<file path="config.mk">
export PLATFORM = sky130hd
export DESIGN_NAME = spi_flash_target
export DESIGN_NICKNAME = d
export VERILOG_FILES = /design/src/rtl/spi_flash_target_pkg.sv /design/src/rtl/spi_flash_target_sync_edge.sv /design/src/rtl/spi_flash_target.sv
export SDC_FILE = /design/constraint.sdc
export NUM_CORES = 1
export LEC_CHECK = 0
export BUFFER_PORTS_ARGS = -buffer_cell sky130_fd_sc_hd__clkbuf_2
export CORE_MARGIN = 2
export CORE_UTILIZATION = 59
export CTS_CLUSTER_DIAMETER = 100
export DETAILED_ROUTE_END_ITERATION = 8
export PLACE_DENSITY_LB_ADDON = 0.2
export SYNTH_ARGS = -nofsm -noshare
export SYNTH_HDL_FRONTEND = slang
export SYNTH_SLANG_ARGS = --single-unit
</file>
<file path="constraint.sdc">
create_clock -name ck -period 2.75 [get_ports ck]
set_input_delay 0.275 -clock ck [delete_from_list [all_inputs] [get_ports ck]]
set_output_delay 0.275 -clock ck [all_outputs]
set_load 0.01 [all_outputs]
</file>
<file path="src/rtl/spi_flash_target_pkg.sv">
// Shared opcodes and target state encoding for the SPI flash emulation.
package spi_flash_target_pkg;

  localparam logic [7:0] CMD_READ = 8'h03;
  localparam logic [7:0] CMD_FAST = 8'h0B;
  localparam logic [7:0] CMD_RDID = 8'h9F;
  localparam logic [7:0] CMD_RPD  = 8'hAB;

  typedef enum logic [2:0] {
    ST_IDLE,
    ST_CMD,
    ST_ADDR,
    ST_DUMMY,
    ST_FETCH,
    ST_DATA,
    ST_IGNORE
  } state_t;

endpackage

</file>
<file path="src/rtl/spi_flash_target_sync_edge.sv">
// Multi-stage synchroniser with rise/fall detection on the synchronised value.
module spi_sync_edge #(
  parameter int unsigned SYNC_STAGES = 2,
  parameter logic        RST_VAL     = 1'b0
) (
  input  logic ck,
  input  logic rst,
  input  logic d,
  output logic q,
  output logic rise,
  output logic fall
);

  logic [SYNC_STAGES-1:0] sync_q, sync_d;
  logic                   prev_q, prev_d;
  logic [SYNC_STAGES:0]   vld_q, vld_d;

  // Shift the chain; edges are only reported once the chain and the history
  // flop hold real samples, so a level held through reset is not an edge.
  always_comb begin
    sync_d = (sync_q << 1) | SYNC_STAGES'(d);
    prev_d = q;
    vld_d  = (vld_q << 1) | (SYNC_STAGES + 1)'(1);
  end

  // Synchroniser, history and warm-up registers.
  always_ff @(posedge ck) begin
    if (rst) begin
      sync_q <= {SYNC_STAGES{RST_VAL}};
      prev_q <= RST_VAL;
      vld_q  <= '0;
    end else begin
      sync_q <= sync_d;
      prev_q <= prev_d;
      vld_q  <= vld_d;
    end
  end

  assign q    = sync_q[SYNC_STAGES-1];
  assign rise = vld_q[SYNC_STAGES] &  q & ~prev_q;
  assign fall = vld_q[SYNC_STAGES] & ~q &  prev_q;

endmodule

</file>
<file path="src/rtl/spi_flash_target.sv">
// SPI mode-0 serial NOR flash emulation: decodes READ/FAST/RDID, fetches words
// from a 1-cycle-latency memory and streams them back on miso.
module spi_flash_target
  import spi_flash_target_pkg::*;
#(
  parameter logic [23:0] JEDEC_ID    = 24'hEF4016,
  parameter int unsigned SYNC_STAGES = 2,
  parameter int unsigned MEM_AW      = 22
) (
  input  logic              ck,
  input  logic              rst,
  input  logic              cs,
  input  logic              sck,
  input  logic              mosi,
  output logic              miso,
  output logic              miso_oe,
  output logic              mem_re,
  output logic [MEM_AW-1:0] mem_addr,
  input  logic [31:0]       mem_rdata,
  output logic              cmd_valid,
  output logic [7:0]        cmd_code,
  output logic              active
);

  logic cs_s, cs_rise, cs_fall;
  logic sck_s, sck_rise_raw, sck_fall_raw;
  logic [SYNC_STAGES-1:0] mosi_sync_q;
  logic mosi_s, edge_ok, rise, fall;

  spi_sync_edge #(.SYNC_STAGES(SYNC_STAGES), .RST_VAL(1'b1)) u_cs_sync (
    .ck(ck), .rst(rst), .d(cs), .q(cs_s), .rise(cs_rise), .fall(cs_fall)
  );

  spi_sync_edge #(.SYNC_STAGES(SYNC_STAGES), .RST_VAL(1'b0)) u_sck_sync (
    .ck(ck), .rst(rst), .d(sck), .q(sck_s), .rise(sck_rise_raw), .fall(sck_fall_raw)
  );

  // mosi goes through the same depth as sck so a sampled bit lines up with its rise.
  always_ff @(posedge ck) begin
    if (rst) mosi_sync_q <= '0;
    else     mosi_sync_q <= (mosi_sync_q << 1) | SYNC_STAGES'(mosi);
  end

  assign mosi_s  = mosi_sync_q[SYNC_STAGES-1];
  assign edge_ok = ~cs_s & ~cs_rise;
  assign rise    = sck_rise_raw & edge_ok;
  assign fall    = sck_fall_raw & edge_ok;

  state_t            state_q, state_d;
  logic [4:0]        bit_cnt_q, bit_cnt_d;
  logic [23:0]       sh_q, sh_d;
  logic [MEM_AW-1:0] word_q, word_d;
  logic [31:0]       shreg_q, shreg_d, hold_q, hold_d, nxt_word;
  logic              miso_q, miso_d, miso_oe_q, miso_oe_d;
  logic              mem_re_q, mem_re_d, cap_q, cap_d, dst_q, dst_d;
  logic [MEM_AW-1:0] mem_addr_q, mem_addr_d;
  logic              cmd_valid_q, cmd_valid_d;
  logic [7:0]        cmd_code_q, cmd_code_d;

  // Next-state, datapath and output decode.
  always_comb begin
    state_d     = state_q;
    bit_cnt_d   = bit_cnt_q;
    sh_d        = sh_q;
    word_d      = word_q;
    shreg_d     = shreg_q;
    hold_d      = hold_q;
    nxt_word    = hold_q;
    miso_d      = miso_q;
    miso_oe_d   = miso_oe_q;
    mem_re_d    = 1'b0;
    mem_addr_d  = mem_addr_q;
    cap_d       = 1'b0;
    dst_d       = dst_q;
    cmd_valid_d = 1'b0;
    cmd_code_d  = cmd_code_q;

    if (cs_s) begin
      state_d   = ST_IDLE;
      miso_d    = 1'b0;
      miso_oe_d = 1'b0;
    end else begin
      // Read data lands one cycle after the strobe; dst selects shreg or holding reg.
      cap_d = mem_re_q;
      if (cap_q) begin
        if (dst_q) hold_d  = mem_rdata;
        else       shreg_d = mem_rdata;
      end

      case (state_q)
        ST_IDLE: if (cs_fall) state_d = ST_CMD;
        ST_CMD: if (rise) begin
          sh_d      = {sh_q[22:0], mosi_s};
          bit_cnt_d = bit_cnt_q + 5'd1;
          if (bit_cnt_q == 5'd7) begin
            cmd_valid_d = 1'b1;
            cmd_code_d  = sh_d[7:0];
            case (sh_d[7:0])
              CMD_READ, CMD_FAST: state_d = ST_ADDR;
              CMD_RDID: begin
                state_d = ST_DATA;
                shreg_d = {JEDEC_ID, 8'h00};
              end
              default: state_d = ST_IGNORE;
            endcase
          end
        end
        ST_ADDR: if (rise) begin
          sh_d      = {sh_q[22:0], mosi_s};
          bit_cnt_d = bit_cnt_q + 5'd1;
          if (bit_cnt_q == 5'd23) begin
            word_d     = MEM_AW'(sh_d[23:2]);
            mem_re_d   = 1'b1;
            mem_addr_d = word_d;
            dst_d      = 1'b0;
            state_d    = (cmd_code_q == CMD_FAST) ? ST_DUMMY : ST_FETCH;
          end
        end
        ST_DUMMY: if (rise) begin
          bit_cnt_d = bit_cnt_q + 5'd1;
          if (bit_cnt_q == 5'd7) state_d = ST_DATA;
        end
        ST_FETCH: begin
          bit_cnt_d = bit_cnt_q + 5'd1;
          if (bit_cnt_q == 5'd1) state_d = ST_DATA;
        end
        ST_DATA: if (fall) begin
          if (!miso_oe_q) begin
            miso_oe_d = 1'b1;
            miso_d    = shreg_q[31];
          end else if (bit_cnt_q == 5'd31) begin
            nxt_word  = (cmd_code_q == CMD_RDID) ? {JEDEC_ID, 8'h00} : hold_q;
            shreg_d   = nxt_word;
            miso_d    = nxt_word[31];
            bit_cnt_d = '0;
          end else begin
            shreg_d   = {shreg_q[30:0], 1'b0};
            miso_d    = shreg_q[30];
            bit_cnt_d = bit_cnt_q + 5'd1;
            if (bit_cnt_q == 5'd15 && cmd_code_q != CMD_RDID) begin
              word_d     = word_q + MEM_AW'(1);
              mem_re_d   = 1'b1;
              mem_addr_d = word_d;
              dst_d      = 1'b1;
            end
          end
        end
        default: begin
          miso_d    = 1'b0;
          miso_oe_d = 1'b0;
        end
      endcase
    end

    if (state_d != state_q) bit_cnt_d = '0;
  end

  // State and datapath registers.
  always_ff @(posedge ck) begin
    if (rst) begin
      state_q     <= ST_IDLE;
      bit_cnt_q   <= '0;
      sh_q        <= '0;
      word_q      <= '0;
      shreg_q     <= '0;
      hold_q      <= '0;
      miso_q      <= 1'b0;
      miso_oe_q   <= 1'b0;
      mem_re_q    <= 1'b0;
      mem_addr_q  <= '0;
      cap_q       <= 1'b0;
      dst_q       <= 1'b0;
      cmd_valid_q <= 1'b0;
      cmd_code_q  <= '0;
    end else begin
      state_q     <= state_d;
      bit_cnt_q   <= bit_cnt_d;
      sh_q        <= sh_d;
      word_q      <= word_d;
      shreg_q     <= shreg_d;
      hold_q      <= hold_d;
      miso_q      <= miso_d;
      miso_oe_q   <= miso_oe_d;
      mem_re_q    <= mem_re_d;
      mem_addr_q  <= mem_addr_d;
      cap_q       <= cap_d;
      dst_q       <= dst_d;
      cmd_valid_q <= cmd_valid_d;
      cmd_code_q  <= cmd_code_d;
    end
  end

  assign miso      = miso_q;
  assign miso_oe   = miso_oe_q;
  assign mem_re    = mem_re_q;
  assign mem_addr  = mem_addr_q;
  assign cmd_valid = cmd_valid_q;
  assign cmd_code  = cmd_code_q;
  assign active    = ~cs_s;

endmodule
</file>
# Yosys cells after proc, flatten, opt, wreduce, memory -nomap -nowiden
# Cells that the tools add are included.
# totals
regBits	145
wordCells	144
# op_classes
add_sub_neg	2
n_eq_ne	24
muxes	57
bitwise	22
reduce_logical	17
# op_table
op	count
$mux 32	9
$mux 22	6
$pmux 32 s2	1
$pmux 22 s2	1
$mux 3	10
$add 22x1->22 const B	1
$mux 5	4
$mux 1	19
$eq 8x4->1 const B	2
$eq 8x8->1 const B	2
$pmux 3 s5	1
$pmux 5 s3	1
$ne 2x2->1 const B	6
$and 1x1->1	11
$eq 5x5->1 const B	2
$eq 8x2->1 const B	1
$ne 8x8->1 const B	1
$not 1->1	8
$pmux 1 s2	4
$reduce_and 8->1	1
$reduce_or 2->1	4
$eq 3x2->1 const B	2
$eq 3x3->1 const B	2
$or 2x1->2	3
other kinds (19)	20

# Longest topological paths before layout
# Gate-level depths: netlist of run 1.
# depth
word_depth	10
ltp_mapped	10
ltp_nobuf	8

# Cells and area by module
# A second synthesis of run 1 with hierarchy kept.
# unflattened
cells_unflattened	868
hier_area_um2	6764.0
# by_module_without_submodules
mod	instances	cells_per_inst	area_per_inst_um2
spi_flash_target	1	840	6418.7
spi_sync_edge	2	14	172.7

# Worst setup path before layout of run 1
# OpenSTA, ideal clock, no wires.
# synth_timing
path_type	register to register
startpoint	register bit_cnt_q[0]
endpoint	register shreg_q[15]
setup_time_ps	60
arrival_time_ps	2062
t_required_ps	2690
setup_slack_ps	628
path_stages_with_launch	11
n_path_buf	2
period_less_slack_ps	2122
path_cell_list	dfxtp_1 ha_1 and3_1 ha_1 clkbuf_1 inv_1 a41oi_1 clkbuf_1 nand2_1 a21oi_1 o311a_1
# synth_via
elab_chain_len	5
word_cells_on_any_way	8
# synth_lines
element	line	text
start: declaration	spi_flash_target.sv:50	logic [4:0] bit_cnt_q, bit_cnt_d;
start signal: assignment	spi_flash_target.sv:177	bit_cnt_q <= bit_cnt_d;
$eq 5x5->1	spi_flash_target.sv:131	end else if (bit_cnt_q == 5'd31) begin
$mux 32	spi_flash_target.sv:131	
$mux 32	spi_flash_target.sv:128	if (!miso_oe_q) begin
$mux 32	spi_flash_target.sv:127	ST_DATA: if (fall) begin
$pmux 32 s2 (*)	spi_flash_target.sv:90	case (state_q)
end signal: assignment	spi_flash_target.sv:180	shreg_q <= shreg_d;
end: declaration	spi_flash_target.sv:53	logic [31:0] shreg_q, shreg_d, hold_q, hold_d, nxt_word;
# Mark *: on every way between the ends. The rest lies on a longest branch, timed or not.
# A chain may end at the register's enable or synchronous reset.

# Worst setup path in the final report of run 1
# layout_timing
startpoint	register bit_cnt_q[0]
endpoint	register mem_addr_q[0] (netlist: mem_addr[0])
# layout_via
elab_chain_len	4
word_cells_on_any_way	8
# layout_lines
element	line	text
$eq 5x4->1	spi_flash_target.sv:140	if (bit_cnt_q == 5'd15 && cmd_code_q != CMD_RDID) begin
$logic_and 1x1->1	spi_flash_target.sv:140	
$ne 2x2->1 (no line)	-	
$reduce_and 8->1 (no line) (*)	-	
end signal: assignment	spi_flash_target.sv:185	mem_addr_q <= mem_addr_d;
end: declaration	spi_flash_target.sv:56	logic [MEM_AW-1:0] mem_addr_q, mem_addr_d;
# Marked as above.

==> impl_metrics.env, run 1 <==
export IMPL_grt_pass1_vias=6414
export IMPL_grt_first_pass_wirelength_mm=30.1
export IMPL_coreArea_um2=11500
export IMPL_worst_slew_pin_slew_ns=0.727
export IMPL_multiInputGateArea_um2=3730
export IMPL_die_height_um=112
export IMPL_grt_overflow=0
export IMPL_rsz0062_at_grt="false"
export IMPL_required_ns=3.09
export IMPL_fp_row_count=39
export IMPL_yosys_warnings=0
export IMPL_p_leak_uw=0.00288
export IMPL_grt_max_degree=66
export IMPL_antenna_found_initial=0
export IMPL_min_period_ns=2.31
export IMPL_die_width_um=112
export IMPL_critPathSlowestCell="dfxtp_1"
export IMPL_wl_mm=18.1
export IMPL_grt_use_total=0.289
export IMPL_cts_sinks=142
export IMPL_r2r_cells=8
export IMPL_clk_pin_slew_worst_paths_ns=0.06
export IMPL_syn_nets=932
export IMPL_path_class="reg -> reg"
export IMPL_total_power_uw=4780
export IMPL_synth_edff_count=0
export IMPL_io_buffers=71
export IMPL_synth_avg_cell_area_um2=7.79
export IMPL_dr_pass1_iters=5
export IMPL_hold_buffers=0
export IMPL_finalNetCount=975
export IMPL_ctsLongestPathBuffers=2
export IMPL_postSynthCellCount=890
export IMPL_slowest_delay_ns=0.36
export IMPL_arrival_ns=2.65
export IMPL_nFillCells=941
export IMPL_final_seq_area_um2=2840
export IMPL_cts_setup_buffers=0
export IMPL_synthArstFlopShare=0
export IMPL_cts_resized=0
export IMPL_max_freq_mhz=432
export IMPL_boundaryPins=72
export IMPL_postSynthRegisterBits=142
export IMPL_clk_latency_ns=0.42
export IMPL_viasPerCell=6.20
export IMPL_initial_utilization=0.605
export IMPL_wl_per_cell_um=16.6
export IMPL_end_kind="flop"
export IMPL_rrSetupSlack_ns=0.44
export IMPL_ys_types=62
export IMPL_synthFlopType="dfxtp_1"
export IMPL_setup_tns_final_ns=0
export IMPL_layout_drive_gt1_share=0.151
export IMPL_ant_nets=0
export IMPL_syn_area_um2=6940
export IMPL_peakVddDrop_mv=0.592
export IMPL_r2r_start="bit_cnt_q[0]"
export IMPL_min_to="u_cs_sync.sync_q[0]"
export IMPL_ys_seq_area_frac=0.410
export IMPL_hp_class="in -> reg"
export IMPL_htree_levels=4
export IMPL_diodes=0
export IMPL_drv_slew=0
export IMPL_setup_viol=0
export IMPL_max_slew_margin=0.511
export IMPL_crit_chain="ha_1 > and3_1 > ha_1 > nor2b_1 > a31oi_1 > buf_4 > or3_1 > a31oi_1"
export IMPL_gp_congestion=0.890
export IMPL_finalCritPeriodShare=0.841
export IMPL_syn2layout_area_growth_pct=14.9
export IMPL_start_kind="flop"
export IMPL_cts_buffers=17
export IMPL_cts_tree="yes"
export IMPL_drt_initial_drc_count=808
export IMPL_cts_root_buf="clkbuf_16"
export IMPL_min_delay_start="cs"
export IMPL_place_hpwl_mm=11.2
export IMPL_vias=6746
export IMPL_drv_cap=0
export IMPL_outcome="finished, final reports clean"
export IMPL_hold_path_depth=2
export IMPL_dieArea_um2=12600
export IMPL_powerDensity_nw_per_um2=600
export IMPL_crit_fanout=21
export IMPL_reg2reg_to="mem_addr[0]"
export IMPL_drc_errors=0
export IMPL_hold_viol_final=0
export IMPL_skew_ns=0.00539
==> cell type report <==
cell class	instances	share of cell area
multi-input cells	667	0.468
flip-flops and latches	142	0.357
repair buffers	95	0.0672
clock buffers	19	0.0568
clock inverters	12	0.0240
well taps	143	0.0225
inverters	10	0.00471
==> cell usage after synthesis, drive strengths merged (11+ instances only) <==
cell	n	share of area
a211oi	11	0.013
a21oi	117	0.084
a31oi	19	0.017
buf	19	0.020
clkbuf	52	0.028
dfxtp	142	0.41
mux2i	24	0.035
nand2	206	0.11
nand2b	23	0.021
nand3	16	0.012
nor2	64	0.035
nor2b	11	0.0099
o21ai	36	0.026
o311a	20	0.029
or3	14	0.013
==> kinds of logic after synthesis <==
family | count (synthesis) | share of synthesized area
xor+xnor | 2 | 0.00253
mux | 24 | 0.0346
compound gates | 248 | 0.227
buf+inv | 81 | 0.0541
fa+ha+maj | 5 | 0.00902
simple gates | 388 | 0.263
flops | 142 | 0.410
==> critical path, delay by kind of cell (launching register included) <==
family / cells / cell delay (ns)
flops: 1 / 0.36
compound gates: 2 / 0.32
fa+ha+maj: 2 / 0.52
simple gates: 3 / 0.80
buf+inv: 1 / 0.22
==> per-stage QoR <==
step / cells / hold slack (ns) / worst slack (ns) / utilization / instance area, um^2
2_1_floorplan: 890 / 0.379 / 0.628 / - / 6940
6_report: 1088 / 0.0288 / 0.436 / 0.695 / 7970
3_3_place_gp: 1057 / 0.394 / 0.595 / 0.639 / 7320
5_1_grt: 1088 / 0.0221 / 0.254 / 0.695 / 7970
3_5_place_dp: 1057 / 0.396 / 0.513 / 0.639 / 7320
4_1_cts: 1088 / 0.0203 / 0.429 / 0.695 / 7970
==> metal layers <==
metal	vias up	track usage	part of all wire
met5	-	0	0
met4	0	0.0862	0.011
met1	3191	0.386	0.43
met3	30	0.0659	0.075
met2	303	0.473	0.48
li1	3222	-	-
==> placed cells by master, fill, tap and decap left out, types with 4 or more instances in the layout <==
master	n
a211oi_1	9
a21o_1	4
a21oi_1	117
a22o_1	6
a31oi_1	19
and2_1	5
and3_1	5
buf_4	24
bufinv_16	5
clkbuf_16	17
clkbuf_2	70
clkinv_2	5
dfxtp_1	142
ha_1	5
inv_1	10
mux2i_1	24
nand2_1	206
nand2b_1	23
nand3_1	16
nand3b_1	4
nand4_1	4
nor2_1	64
nor2b_1	10
nor3_1	6
nor4_1	6
o21ai_0	36
o221ai_1	10
o311a_1	20
or3_1	13
==> registers in the layout, summed over array words and instances, names as in the netlist <==
| name | count |
|---|---|
| u_sck_sync.vld_q | 3 |
| mosi_sync_q | 2 |
| hold_q | 32 |
| cmd_valid | 1 |
| u_sck_sync.sync_q | 2 |
| state_q | 3 |
| bit_cnt_q | 5 |
| u_cs_sync.sync_q | 2 |
| cmd_code | 8 |
| mem_re | 1 |
| miso | 1 |
| sh_q | 23 |
| mem_addr | 22 |
| u_sck_sync.prev_q | 1 |
| shreg_q | 32 |
| cap_q | 1 |
| dst_q | 1 |
| miso_oe | 1 |
| u_cs_sync.prev_q | 1 |
==> report_power, final <==
group / internal, uW / total (uW) / switching [uW]
sequential: 2090 / 2110 / 20.5
clock: 1640 / 2510 / 864
combinational: 69.0 / 164 / 94.7
==> worst max-delay path by stage <==
stage / startpoint / endpoint / slack, ns / depth (start not counted)
floorplan: bit_cnt_q[0] / shreg_q[15] / 0.63 / 10
global placement: bit_cnt_q[0] / mem_addr[0] / 0.60 / 8
detailed placement: bit_cnt_q[0] / mem_addr[0] / 0.51 / 8
CTS: bit_cnt_q[0] / mem_addr[0] / 0.43 / 8
global route: bit_cnt_q[0] / shreg_q[2] / 0.25 / 9
finish: bit_cnt_q[0] / mem_addr[0] / 0.44 / 8
(Power assumes the default switching activity.)
==> run 2, diff against run 1 <==
ABC_AREA = 1   (was default)
CORE_UTILIZATION = 53   (was 59)
clock period = 2.1 ns   (was 2.75 ns; I/O delays follow)
==> impl_metrics.env, run 2 <==
export IMPL_path_class="reg -> reg"
export IMPL_layout_drive_gt1_share=0.167
export IMPL_drv_slew=0
export IMPL_layout_commonest_cell="nand2_1"
export IMPL_critPathSlowestCell="dfxtp_1"
export IMPL_setup_tns_final_ns=0
export IMPL_postSynthRegisterBits=142
export IMPL_multiInputGateArea_um2=3540
export IMPL_cts_root_buf="clkbuf_16"
export IMPL_synth_top_area_share=0.410
export IMPL_largest_registers="hold_q (32), shreg_q (32), sh_q (23)"
export IMPL_cts_setup_buffers=0
export IMPL_place_hpwl_mm=12.5
export IMPL_max_freq_mhz=506
export IMPL_instances_no_fill=1295
export IMPL_synthArstFlopShare=0
export IMPL_diodes=0
export IMPL_synthTopCellsByArea="dfxtp_1 41%, nand2_1 11%, o21ai_0 9.8%"
export IMPL_die_height_um=118
export IMPL_peakVddDrop_mv=0.534
export IMPL_drv_cap=0
export IMPL_ys_seq_area_frac=0.410
export IMPL_ant_nets=0
export IMPL_grt_first_pass_wirelength_mm=31.3
export IMPL_postSynthCellCount=1025
export IMPL_cts_sinks=142
export IMPL_crit_chain="nand2_2 > nor2_4 > inv_2 > nor2_4 > nand2_2 > buf_4 > o32ai_1 > nand2_1 > o21ai_0"
export IMPL_synth_edff_count=0
export IMPL_yosys_area_top_type="dfxtp_1"
export IMPL_dieArea_um2=14000
export IMPL_grt_use_total=0.275
export IMPL_grt_overflow=0
export IMPL_max_slew_margin=0.581
export IMPL_end_kind="flop"
export IMPL_total_power_uw=5690
export IMPL_final_cell_mix="198 x nand2_1, 156 x nor2_1, 141 x dfxtp_1, 135 x o21ai_0, 93 x inv_1"
export IMPL_clk_latency_ns=0.43
export IMPL_holdWs_ns=0.0501
export IMPL_ctsLongestPathBuffers=2
export IMPL_setup_viol=0
export IMPL_arrival_ns=2.32
export IMPL_drt_initial_drc_count=654
export IMPL_final_seq_area_um2=2840
export IMPL_powerDensity_nw_per_um2=683
export IMPL_cts_tree="yes"
export IMPL_coreArea_um2=12700
export IMPL_synth_avg_cell_area_um2=6.76
export IMPL_viasPerCell=5.43
export IMPL_min_period_ns=1.98
export IMPL_syn2layout_area_growth_pct=20.1
export IMPL_ys_types=39
export IMPL_wl_per_cell_um=14.6
export IMPL_htree_levels=4
export IMPL_synth_most_common_cell="nand2_1"
export IMPL_initial_utilization=0.547
export IMPL_drc_errors=0
export IMPL_crit_fanout=19
export IMPL_required_ns=2.45
export IMPL_dr_pass1_iters=7
export IMPL_finalNetCount=1152
export IMPL_combPwrFrac=0.026
export IMPL_yosys_warnings=0
export IMPL_boundaryPins=72
export IMPL_antenna_found_initial=0
export IMPL_fp_row_count=41
export IMPL_cts_buffers=17
export IMPL_vias=7029
export IMPL_seqPwrFrac=0.476
export IMPL_start_kind="flop"
export IMPL_grt_max_degree=55
export IMPL_p_leak_uw=0.00345
export IMPL_synthFlopType="dfxtp_1"
export IMPL_synth_top_cells_by_count="202 x nand2_1, 161 x nor2_1, 142 x dfxtp_1"
export IMPL_outcome="finished, final reports clean"
export IMPL_p_clk_frac=0.497
export IMPL_skew_ns=0.00889
export IMPL_rsz0062_at_grt="true"
export IMPL_syn_nets=1067
export IMPL_nFillCells=1205
export IMPL_die_width_um=118
export IMPL_wl_mm=18.9
export IMPL_hp_class="in -> reg"
export IMPL_gp_congestion=0.978
export IMPL_p_sw_uw=1240
export IMPL_grt_pass1_vias=6291
export IMPL_hold_viol_final=0
export IMPL_intPower_uw=4440
export IMPL_finalCritPeriodShare=0.941
export IMPL_slowest_delay_ns=0.46
export IMPL_io_buffers=71
export IMPL_switching_share=0.218
export IMPL_syn_area_um2=6930
export IMPL_worst_slew_pin_slew_ns=0.628
export IMPL_dp_cells=1260
export IMPL_clk_pin_slew_worst_paths_ns=0.06
run 2: path summary, 6_finish.rpt:
path                         endpoint                start  slack [ns]  depth (start not counted)
setup / recovery          shreg_q[13]           state_q[0]        0.12                          9
hold reg to reg   u_sck_sync.vld_q[2]  u_sck_sync.vld_q[1]        0.40                          2
hold / removal              hold_q[5]         mem_rdata[5]        0.05                          3
setup reg to reg          shreg_q[13]           state_q[0]        0.12                          9
run 2: critical path, delay by kind of cell (launching register included):
family,cells,cell delay (ns)
AO/OA/AOI/OAI,2,0.36
buffers and inverters,2,0.39
flip-flops,1,0.46
AND/OR/NAND/NOR,5,0.69
run 2: power groups by stage:
| stage | logic, uW | clock network [uW] | registers, uW |
|---|---|---|---|
| floorplan | 69.7 | 0 | 2770 |
| global placement | 143 | 0 | 2770 |
| detailed placement | 144 | 0 | 2770 |
| CTS | 149 | 2860 | 2710 |
| global route | 170 | 2980 | 2710 |
| finish | 150 | 2830 | 2710 |
run 2: kinds of logic (layout without fill, tap and decap cells):
group           Yosys count  count (layout)  synth area share
simple gates            437             437             0.257
compound gates          279             279             0.222
buf+inv                 152             250            0.0864
flops                   142             142             0.410
mux                       8               8            0.0123
fa+ha+maj                 5               5           0.00903
xor+xnor                  2               2           0.00253
run 2: cell type report:
class | count | share of cell area
flip-flops and latches | 142 | 0.342
clock buffers | 22 | 0.0558
clock inverters | 10 | 0.0108
repair buffers | 118 | 0.0940
well taps | 172 | 0.0259
multi-input cells | 731 | 0.426
inverters | 100 | 0.0457
run 2: metrics by stage:
stage / setup WS (ns) / instance area (um^2) / utilization
final: 0.123 / 8320 / 0.657
after global routing: -0.0420 / 8320 / 0.657
after CTS: 0.00432 / 8260 / 0.652
after detailed placement: 0.0207 / 7670 / 0.605
after global placement: 0.137 / 7670 / 0.605
after floorplan: 0.0129 / 6930 / -
run 2: metal layers:
| metal | wire length, um | share of wire | up-vias | track usage |
|---|---|---|---|---|
| met4 | 171 | 0.0090 | 0 | 0.0708 |
| met1 | 8950 | 0.47 | 3225 | 0.391 |
| met2 | 8670 | 0.46 | 227 | 0.418 |
| li1 | - | - | 3561 | - |
| met3 | 1150 | 0.061 | 16 | 0.0627 |
| met5 | 0 | 0 | - | 0 |
run 2: repair_timing:
item                                   CTS  global route
pin swaps                                0             1
setup endpoints to repair                2            59
resized for setup                        1            20
hold buffers                             3             0
endpoints found under the hold margin    3             0
